File: config.mk
export PLATFORM = sky130hd
export DESIGN_NAME = telemetry_framer
export DESIGN_NICKNAME = d
export VERILOG_FILES = /design/src/rtl/telemetry_pkg.sv /design/src/rtl/telemetry_byte_sel.sv /design/src/rtl/telemetry_framer.sv
export SDC_FILE = /design/constraint.sdc
export NUM_CORES = 1
export LEC_CHECK = 0
export CORE_MARGIN = 8
export CORE_UTILIZATION = 55
export DETAILED_ROUTE_END_ITERATION = 12
export GPL_TIMING_DRIVEN = 1
export PLACE_DENSITY = 0.88
export SYNTH_ARGS = -nofsm -noshare
export SYNTH_HDL_FRONTEND = slang
export SYNTH_SLANG_ARGS = --single-unit
File: constraint.sdc
create_clock -name clk -period 3.25 [get_ports clk]
set_clock_uncertainty 0.15 [all_clocks]
set_input_delay 0.65 -clock clk [delete_from_list [all_inputs] [get_ports clk]]
set_output_delay 0.65 -clock clk [all_outputs]
set_load 0.01 [all_outputs]
File: src/rtl/telemetry_pkg.sv
// Shared types and sizing helpers for the telemetry snapshot/framing engine.
package telemetry_pkg;

    typedef enum logic [2:0] {
        ST_IDLE    = 3'd0,
        ST_CAPTURE = 3'd1,
        ST_HDR     = 3'd2,
        ST_SEQ     = 3'd3,
        ST_DATA    = 3'd4,
        ST_FLAGS   = 3'd5,
        ST_CSUM    = 3'd6
    } tf_state_e;

    localparam logic [7:0] DEF_HDR0 = 8'hEB;
    localparam logic [7:0] DEF_HDR1 = 8'h90;

    // Byte index width; 64 channels of 2 bytes each is the largest payload.
    localparam int IDX_W = 8;

    function automatic int bpc(input int ch_w);
        return (ch_w + 7) / 8;
    endfunction

    function automatic int flag_bytes(input int num_ch);
        return (num_ch + 7) / 8;
    endfunction

endpackage

File: src/rtl/telemetry_byte_sel.sv
// Combinational payload/flag byte selector; hides NUM_CH/CH_W layout from the FSM.
module telemetry_byte_sel
    import telemetry_pkg::*;
#(
    parameter int NUM_CH = 8,
    parameter int CH_W   = 11
) (
    input  logic [NUM_CH*CH_W-1:0] snap,
    input  logic [NUM_CH-1:0]      stale,
    input  logic [IDX_W-1:0]       data_idx,
    input  logic [IDX_W-1:0]       flag_idx,
    output logic [7:0]             data_byte,
    output logic [7:0]             flag_byte
);

    localparam int BPC = bpc(CH_W);
    localparam int FB  = flag_bytes(NUM_CH);

    logic [BPC*8-1:0] word_pad_s;
    logic [FB*8-1:0]  flag_pad_s;

    // Payload byte: channels in order, each zero-extended and sent MSB byte first.
    always_comb begin
        data_byte  = 8'h00;
        word_pad_s = '0;
        for (int c = 0; c < NUM_CH; c++) begin
            word_pad_s             = '0;
            word_pad_s[CH_W-1:0]   = snap[c*CH_W +: CH_W];
            for (int m = 0; m < BPC; m++) begin
                data_byte = data_byte |
                    ((data_idx == IDX_W'(c * BPC + m)) ? word_pad_s[(BPC-1-m)*8 +: 8] : 8'h00);
            end
        end
    end

    // Flag byte k carries stale bits of channels 8k..8k+7, unused bits zero.
    always_comb begin
        flag_pad_s             = '0;
        flag_pad_s[NUM_CH-1:0] = stale;
        flag_byte              = 8'h00;
        for (int k = 0; k < FB; k++) begin
            flag_byte = flag_byte |
                ((flag_idx == IDX_W'(k)) ? flag_pad_s[k*8 +: 8] : 8'h00);
        end
    end

endmodule

File: src/rtl/telemetry_framer.sv
// N-channel snapshot and framing engine: captures all channels atomically on a
// trigger and streams HDR0 HDR1 SEQ payload flags CSUM over a valid/ready byte port.
module telemetry_framer
    import telemetry_pkg::*;
#(
    parameter int         NUM_CH = 8,
    parameter int         CH_W   = 11,
    parameter int         PERIOD = 50000,
    parameter logic [7:0] HDR0   = DEF_HDR0,
    parameter logic [7:0] HDR1   = DEF_HDR1
) (
    input  logic                   clk,
    input  logic                   rst,
    input  logic                   mode,
    input  logic                   start,
    input  logic [NUM_CH*CH_W-1:0] ch_data,
    input  logic [NUM_CH-1:0]      ch_busy,
    output logic [7:0]             tx_data,
    output logic                   tx_valid,
    input  logic                   tx_ready,
    output logic                   frame_active,
    output logic                   frame_done,
    output logic [7:0]             overrun_cnt
);

    localparam int BPC = bpc(CH_W);
    localparam int FB  = flag_bytes(NUM_CH);
    localparam int NB  = NUM_CH * BPC;
    localparam logic [IDX_W-1:0] LAST_DATA = IDX_W'(NB - 1);
    localparam logic [IDX_W-1:0] LAST_FLAG = IDX_W'(FB - 1);

    tf_state_e               state_q, state_d;
    logic [IDX_W-1:0]        idx_q, idx_d;
    logic [NUM_CH*CH_W-1:0]  snap_q, snap_d;
    logic [NUM_CH-1:0]       stale_q, stale_d;
    logic [7:0]              seq_q, seq_d;
    logic [7:0]              csum_q, csum_d;
    logic [7:0]              over_q, over_d;
    logic [7:0]              tx_data_q, tx_data_d;
    logic                    tx_valid_q, tx_valid_d;
    logic                    frame_active_q, frame_active_d;
    logic                    frame_done_q, frame_done_d;
    logic [31:0]             per_q, per_d;

    logic                    accept_s;
    logic                    per_wrap_s;
    logic                    trig_s;
    logic [7:0]              run_sum_s;
    logic [IDX_W-1:0]        sel_data_idx_s;
    logic [IDX_W-1:0]        sel_flag_idx_s;
    logic [7:0]              data_byte_s;
    logic [7:0]              flag_byte_s;

    telemetry_byte_sel #(
        .NUM_CH (NUM_CH),
        .CH_W   (CH_W)
    ) u_byte_sel (
        .snap      (snap_q),
        .stale     (stale_q),
        .data_idx  (sel_data_idx_s),
        .flag_idx  (sel_flag_idx_s),
        .data_byte (data_byte_s),
        .flag_byte (flag_byte_s)
    );

    // Handshake, trigger source and look-ahead byte indices.
    always_comb begin
        accept_s   = tx_valid_q & tx_ready;
        per_wrap_s = mode & (per_q == 32'(PERIOD - 1));
        trig_s     = mode ? per_wrap_s : start;
        run_sum_s  = csum_q + tx_data_q;
        if (state_q == ST_DATA) begin
            sel_data_idx_s = idx_q + IDX_W'(1);
        end else begin
            sel_data_idx_s = '0;
        end
        if (state_q == ST_FLAGS) begin
            sel_flag_idx_s = idx_q + IDX_W'(1);
        end else begin
            sel_flag_idx_s = '0;
        end
    end

    // Period counter (parked at zero in start mode) and saturating overrun count.
    always_comb begin
        if (!mode) begin
            per_d = 32'd0;
        end else if (per_wrap_s) begin
            per_d = 32'd0;
        end else begin
            per_d = per_q + 32'd1;
        end
        if (trig_s && (state_q != ST_IDLE) && (over_q != 8'hFF)) begin
            over_d = over_q + 8'd1;
        end else begin
            over_d = over_q;
        end
    end

    // Frame FSM: tx_data/tx_valid are loaded with the byte of the state being entered.
    always_comb begin
        state_d        = state_q;
        idx_d          = idx_q;
        snap_d         = snap_q;
        stale_d        = stale_q;
        seq_d          = seq_q;
        csum_d         = csum_q;
        tx_data_d      = tx_data_q;
        tx_valid_d     = tx_valid_q;
        frame_active_d = frame_active_q;
        frame_done_d   = 1'b0;
        case (state_q)
            ST_IDLE: begin
                if (trig_s) begin
                    state_d        = ST_CAPTURE;
                    frame_active_d = 1'b1;
                end else begin
                    state_d = ST_IDLE;
                end
            end
            ST_CAPTURE: begin
                for (int i = 0; i < NUM_CH; i++) begin
                    if (!ch_busy[i]) begin
                        snap_d[i*CH_W +: CH_W] = ch_data[i*CH_W +: CH_W];
                        stale_d[i]             = 1'b0;
                    end else begin
                        stale_d[i] = 1'b1;
                    end
                end
                state_d    = ST_HDR;
                idx_d      = '0;
                csum_d     = 8'h00;
                tx_data_d  = HDR0;
                tx_valid_d = 1'b1;
            end
            ST_HDR: begin
                if (accept_s && (idx_q == '0)) begin
                    idx_d     = IDX_W'(1);
                    tx_data_d = HDR1;
                end else if (accept_s) begin
                    state_d   = ST_SEQ;
                    tx_data_d = seq_q;
                end else begin
                    state_d = ST_HDR;
                end
            end
            ST_SEQ: begin
                if (accept_s) begin
                    csum_d    = run_sum_s;
                    state_d   = ST_DATA;
                    idx_d     = '0;
                    tx_data_d = data_byte_s;
                end else begin
                    state_d = ST_SEQ;
                end
            end
            ST_DATA: begin
                if (accept_s && (idx_q == LAST_DATA)) begin
                    csum_d    = run_sum_s;
                    state_d   = ST_FLAGS;
                    idx_d     = '0;
                    tx_data_d = flag_byte_s;
                end else if (accept_s) begin
                    csum_d    = run_sum_s;
                    idx_d     = sel_data_idx_s;
                    tx_data_d = data_byte_s;
                end else begin
                    state_d = ST_DATA;
                end
            end
            ST_FLAGS: begin
                if (accept_s && (idx_q == LAST_FLAG)) begin
                    csum_d    = run_sum_s;
                    state_d   = ST_CSUM;
                    tx_data_d = run_sum_s;
                end else if (accept_s) begin
                    csum_d    = run_sum_s;
                    idx_d     = sel_flag_idx_s;
                    tx_data_d = flag_byte_s;
                end else begin
                    state_d = ST_FLAGS;
                end
            end
            ST_CSUM: begin
                if (accept_s) begin
                    state_d        = ST_IDLE;
                    tx_valid_d     = 1'b0;
                    frame_active_d = 1'b0;
                    frame_done_d   = 1'b1;
                    seq_d          = seq_q + 8'd1;
                end else begin
                    state_d = ST_CSUM;
                end
            end
            default: begin
                state_d        = ST_IDLE;
                tx_valid_d     = 1'b0;
                frame_active_d = 1'b0;
            end
        endcase
    end

    // State and output registers; reset aborts any frame in flight.
    always_ff @(posedge clk or negedge rst) begin
        if (!rst) begin
            state_q        <= ST_IDLE;
            idx_q          <= '0;
            snap_q         <= '0;
            stale_q        <= '0;
            seq_q          <= 8'h00;
            csum_q         <= 8'h00;
            over_q         <= 8'h00;
            tx_data_q      <= 8'h00;
            tx_valid_q     <= 1'b0;
            frame_active_q <= 1'b0;
            frame_done_q   <= 1'b0;
            per_q          <= 32'd0;
        end else begin
            state_q        <= state_d;
            idx_q          <= idx_d;
            snap_q         <= snap_d;
            stale_q        <= stale_d;
            seq_q          <= seq_d;
            csum_q         <= csum_d;
            over_q         <= over_d;
            tx_data_q      <= tx_data_d;
            tx_valid_q     <= tx_valid_d;
            frame_active_q <= frame_active_d;
            frame_done_q   <= frame_done_d;
            per_q          <= per_d;
        end
    end

    assign tx_data      = tx_data_q;
    assign tx_valid     = tx_valid_q;
    assign frame_active = frame_active_q;
    assign frame_done   = frame_done_q;
    assign overrun_cnt  = over_q;

endmodule

======== After elaboration in Yosys (flattened, before gate mapping) ========
Index checks and enable logic that the tools add are counted.
storage, ports and cells
  memories kept ........................... 0
  memory bits (read-only) ................. 0
  bits in writable memories ............... 0
  output and inout bits ................... 19
  register bits after elaboration ......... 174
  bits in latches ......................... 0
operators by class
  shift operators ......................... 0
  muxes and demuxes ....................... 64
  multipliers ............................. 0
  eq/ne operators ......................... 36
  bitwise logic cells ..................... 27
  reduce and logical (&&, ||, !) cells .... 27
  add/sub/neg operators ................... 5
  div/mod/pow operators ................... 0
  order comparisons ....................... 0
operator list
  cell                                                                number
  8-bit 2-to-1 mux                                                    26
  8-bit bitwise OR                                                    15
  8-bit one-hot mux with 5 select lines                               2
  8-bit by 4-bit == test with 1-bit output (second input constant)    9
  32-bit 2-to-1 mux                                                   2
  3-bit 2-to-1 mux                                                    15
  32-bit by 1-bit adder with 32-bit output (second input constant)    1
  32-bit by 16-bit == test with 1-bit output (second input constant)  1
  8-bit by 3-bit == test with 1-bit output (second input constant)    4
  8-bit one-hot mux with 4 select lines                               1
  8-bit by 1-bit adder with 8-bit output (second input constant)      3
  8-bit logical NOT                                                   3
  3-bit one-hot mux with 7 select lines                               1
  2-bit AND reduction                                                 10
  8-bit by 2-bit == test with 1-bit output (second input constant)    2
  1-bit 2-to-1 mux                                                    15
  2-bit != test (second input constant)                               7
  3-bit by 2-bit != test with 1-bit output (second input constant)    4
  1-bit inverter                                                      10
  5-bit OR reduction                                                  2
  3-bit == test (second input constant)                               3
  3-bit AND reduction                                                 3
  8-bit adder                                                         1
  8-bit by 1-bit == test with 1-bit output (second input constant)    1
  12 further kinds                                                    18

======== Depth between registers and ports, before layout ========
  word-level depth ........................ 22
  mapped depth ............................ 12
  mapped depth without buffers ............ 9

======== By module ========
From an unflattened synthesis, not the netlist that was laid out.
unflattened totals
  cell total of the unflattened synthesis .. 882
  area total of the unflattened synthesis .. 9203.8 sq um
by module, submodules not included
  module              area an instance (sq um)  cells an instance  instances
  telemetry_framer    8236.6                    756                1
  telemetry_byte_sel  967.2                     126                1

======== Worst setup path before layout ========
No wires, ideal clock.
  kind .................................... flip-flop to flip-flop
  start point ............................. reg idx_q[0]
  end point ............................... reg tx_data_q[1] (netlist: tx_data[1])
  path buffers ............................ 3
  arrival time ............................ 2.612 ns
  clock period less this slack ............ 2.893 ns
  stages on the path, launching flop included .. 13
  setup time .............................. 0.130 ns
  path slack .............................. 0.357 ns
  cells stage by stage .................... dfrtp_1 buf_2 inv_2 ha_1 buf_2 and4bb_4 and2_1 buf_6 a22o_1 a221oi_2 a41oi_1 o41ai_1 a21oi_1
on the way
  word-level cells in the longest chain between the ends .. 22
  elaborated cells between the ends (all ways) .. 65
  classes of those cells .................. add/sub: 1; eq/ne: 18; mux: 25; bitwise: 15; reduce/logical: 6
RTL lines
  what                                                                                  line                                              text
  from (decl)                                                                           telemetry_framer.sv:33                            logic [IDX_W-1:0] idx_q, idx_d;
  from (signal assigned)                                                                telemetry_framer.sv:220                           idx_q <= idx_d;
  8-bit by 1-bit adder with 8-bit output                                                telemetry_framer.sv:73, telemetry_framer.sv:78
  8-bit 2-to-1 mux                                                                      telemetry_framer.sv:72                            if (state_q == ST_DATA) begin
  8-bit by 1-bit == test with 1-bit output / 8-bit logical NOT (equally long branches)  telemetry_byte_sel.sv:31                          ((data_idx == IDX_W'(c * BPC + m)) ? word_pad_s[(BPC-1-m)*8 +: 8] : 8'h00);
  8-bit 2-to-1 mux / 3-bit 2-to-1 mux (equally long branches)                           telemetry_byte_sel.sv:31
  8-bit bitwise OR (15 in series)                                                       telemetry_byte_sel.sv:30                          data_byte = data_byte |
  8-bit 2-to-1 mux                                                                      telemetry_framer.sv:148, telemetry_framer.sv:163
  8-bit 2-to-1 mux                                                                      telemetry_framer.sv:158                           if (accept_s && (idx_q == LAST_DATA)) begin
  8-bit one-hot mux with 5 select lines                                                 telemetry_framer.sv:112                           case (state_q)
  to (signal assigned)                                                                  telemetry_framer.sv:226                           tx_data_q <= tx_data_d;
  to (decl)                                                                             telemetry_framer.sv:39                            logic [7:0] tx_data_q, tx_data_d;
Parallel ways exist; a longest one is shown, timed or not. The select of a mux whose other input is x is not followed.
A chain may end at the register's enable or synchronous reset.

======== Worst setup path after layout ========
  start point ............................. reg idx_q[1]
  end point ............................... reg tx_data_q[4] (netlist: tx_data[4])
on the way
  word-level cells in the longest chain between the ends .. 22
  elaborated cells between the ends (all ways) .. 49
  classes of those cells .................. add/sub: 1; eq/ne: 11; mux: 17; bitwise: 15; reduce/logical: 5
RTL lines
  what                                      line
  8-bit by 1-bit adder with 8-bit output    telemetry_framer.sv:73, telemetry_framer.sv:78
  8-bit 2-to-1 mux                          telemetry_framer.sv:72
  8-bit by 1-bit == test with 1-bit output  telemetry_byte_sel.sv:31
  8-bit 2-to-1 mux                          telemetry_byte_sel.sv:31
  8-bit bitwise OR (15 in series)           telemetry_byte_sel.sv:30
  8-bit 2-to-1 mux                          telemetry_framer.sv:148, telemetry_framer.sv:163
  8-bit 2-to-1 mux                          telemetry_framer.sv:158
  8-bit one-hot mux with 5 select lines     telemetry_framer.sv:112
Parallel ways exist; a longest one is shown, timed or not. The select of a mux whose other input is x is not followed.

==> results.md <==
- Routed WL: around 25,000 um
- Vias in the first global route: 7,583
- Area growth syn-to-layout: 24.0%
- Synthesized instance count: between 800 and 900
- F_max: 0.339 GHz
- RSZ-0062 raised after global routing: no
- Setup violations, final: 0
- Status: finished clean
- Worst EP required: approximately 3.4 ns
- Primary FF master, synth: dfrtp_1
- Yosys warning count: 0
- CP max FO: 10
- Fin area: 0.0112 sq mm
- Period minus WS final: between 2 and 3 ns
- Type of origin of the critical path: register
- Worst-margin pin slew: between 0.7 and 0.8 ns
- Drt first pass iters: 5
- Vias per Instance: approximately 6.1
- Vias: between 7,000 and 8,000
- Iter 0 DRT Violations: 770
- Post-Place Cells: between 1,000 and 1,500
- Leading area contributor after synthesis: dfrtp_1
- Clock Pin Slew Worst Setup and Hold Paths: ~0.080 ns
- Total Negative Setup Slacks: 0 ns
- Worst hold margin: 0.0396 ns
- Later-pin clock latency in the skew report: about 0.44 ns
- Post-Layout Cell Count: approximately 1,200
- Static leakage power: around 4.7 nW
- TritonCTS Buffers: 17
- DP Area: 0.0106 sq mm
- DP Worst Slack: around 0.19 ns
- Height of the die: around 140 um
- Hold-fix buffers at CTS: 0
- Layout cell share with drive strength beyond 1: between 10% and 20%
- Crit end category: register
- Setup bufs post-CTS: 0
- Final nets: roughly 1,100
- Register area share after synthesis: between 40% and 50%
- I/O pins: 120
- Final Power: around 9.1 mW
- Initial antenna violation count: 0
- # clock sinks: approximately 170
- I/O Buffers: roughly 120
- Worst path arrival time: 3.13 ns
- # diodes: 0
- Min-delay worst type: in -> async
- Final Worst Setup Slack: 0.299 ns
- Critical path class: reg -> reg
- CORE AREA: between 0.015 and 0.02 sq mm
- Slew HR: between 40% and 50%
- Core Util, Final: between 60% and 70%
- Top cells by area, synth: dfrtp_1 (48%), mux2_2 (11%), nor2_1 (3.7%), nand2_1 (3.5%), xor2_1 (2.6%)
- DRC viols: 0
- Cell Area, Synth: approximately 0.0090 sq mm
- Post-CTS resize count: 0
- Syn Nets: 979
- TritonCTS clock tree: built
- Max clock buf depth: 2
- Initial Utilization: a little under three fifths
- Largest net degree at the start of global routing: 66
- First-pass GRT wire length: slightly below 40,000 um
- Total grt overflow: 0
- Post-synth EDFFs: 0
- Final Hold Fails: 0
- All-Layer GR Usage: roughly 25%
- Fin. max-slew vios: 0
- Routed WL per cell: between 20 and 25 um
- Yosys top cell area share: ~48%
- Yosys reg bits: approximately 170
- Period utilization: around 90%
- Num rows: 47
- FFs w/ async S/R, synth: 100%
- Die W: 144 um
- VDD IR-drop max: approximately 0.5 mV
- Root cell of the clock tree: clkbuf_16
- Fill cells: around 1,200
- Die area: between 0.02 and 0.025 sq mm
- Power Density: 813 mW/mm^2
- Yosys cell types: 73
- Post-DRT Antenna Nets: 0
- Max-cap violations: 0
- H-tree levels: 4
- Avg Inst Size Synth: ~10 sq um
- Routability congestion estimate: around 0.95
- DP HPWL: about 18,000 um
==> placed cells by master (no fill, tap or decap), drive strengths merged, types with 27 or more instances in the layout <==
cell type,count
xnor2,27
nand2,84
nand3,43
clkdlybuf4s50,118
xor2,27
o21ai,42
mux2,92
dfrtp,174
nor2,89
a21oi,29
buf,34
==> cell usage after synthesis, types with 8 or more instances <==
cell type	count
nor2_1	88
nand3_1	42
a22oi_1	11
and3_1	16
buf_2	19
clkbuf_1	16
mux2_2	91
dfrtp_1	174
ha_1	12
a21oi_1	28
a22o_1	11
xor2_1	27
xnor2_1	25
nand4_1	12
o21ai_0	33
a31oi_1	10
nor2b_1	11
o21ai_1	8
nand2_1	84
nor3_1	8
inv_1	11
==> registers in the layout, indices dropped and copies added, names as in the netlist, 8 cells and up <==
signal and flops:
snap_q 88, seq_q 8, csum_q 8, overrun_cnt 8, idx_q 8, per_q 32, tx_data 8, stale_q 8
==> critical path, cell delays in order (launching register included) <==
cell	delay, ns
dfrtp_1	0.46
ha_1	0.36
and2_1	0.21
a21oi_1	0.21
o22ai_2	0.25
buf_4	0.26
a221o_1	0.31
a32oi_1	0.27
and3_1	0.26
o211ai_2	0.09
==> area by class of cell <==
| type | instances | area, sq um | area share (%) |
|---|---|---|---|
| clock buffer | 17 | 425 | 3.79 |
| clock inverter | 15 | 210 | 1.87 |
| inverter | 12 | 45.0 | 0.402 |
| multi-input combinational | 634 | 4430 | 39.5 |
| sequential | 174 | 4350 | 38.8 |
| tap | 220 | 275 | 2.45 |
| timing repair buffer | 152 | 1480 | 13.2 |
==> cells by family after synthesis <==
kind of cell / share of synthesized area (%)
flops: 48.1
simple gates: 16.4
fa+ha+maj: 1.88
xor+xnor: 5.39
compound gates: 13.2
mux: 12.0
buf+inv: 2.88
==> per-layer routing <==
metal / vias to the layer above / GRT usage (%) / share of wire (%)
li1: 3384 / - / -
met1: 3687 / 31.1 / 40
met2: 383 / 39.2 / 48
met3: 67 / 6.47 / 8.5
met4: 0 / 11.1 / 3.1
met5: - / 0 / 0
==> power breakdown <==
group          leakage (nW)  internal [mW]  switching [mW]
logic                  2.22           1.66            1.79
registers              2.19           2.96           0.606
clock network         0.300           1.06            1.04
total                  4.71           5.68            3.44
==> final timing paths <==
path | startpoint | endpoint | slack, ns | depth (start not counted)
worst max-delay path | idx_q[1] | tx_data[4] | 0.30 | 9
worst min-delay path | rst | snap_q[31] | 0.04 | 1
worst max register to register | idx_q[1] | tx_data[4] | 0.30 | 9
worst min register to register | stale_q[3] | stale_q[3] | 0.33 | 2
max in group asynchronous | rst | seq_q[1] | 2.16 | 2
min in group clk | stale_q[3] | stale_q[3] | 0.33 | 2
No activity file was read; power rests on OpenSTA's default activity.
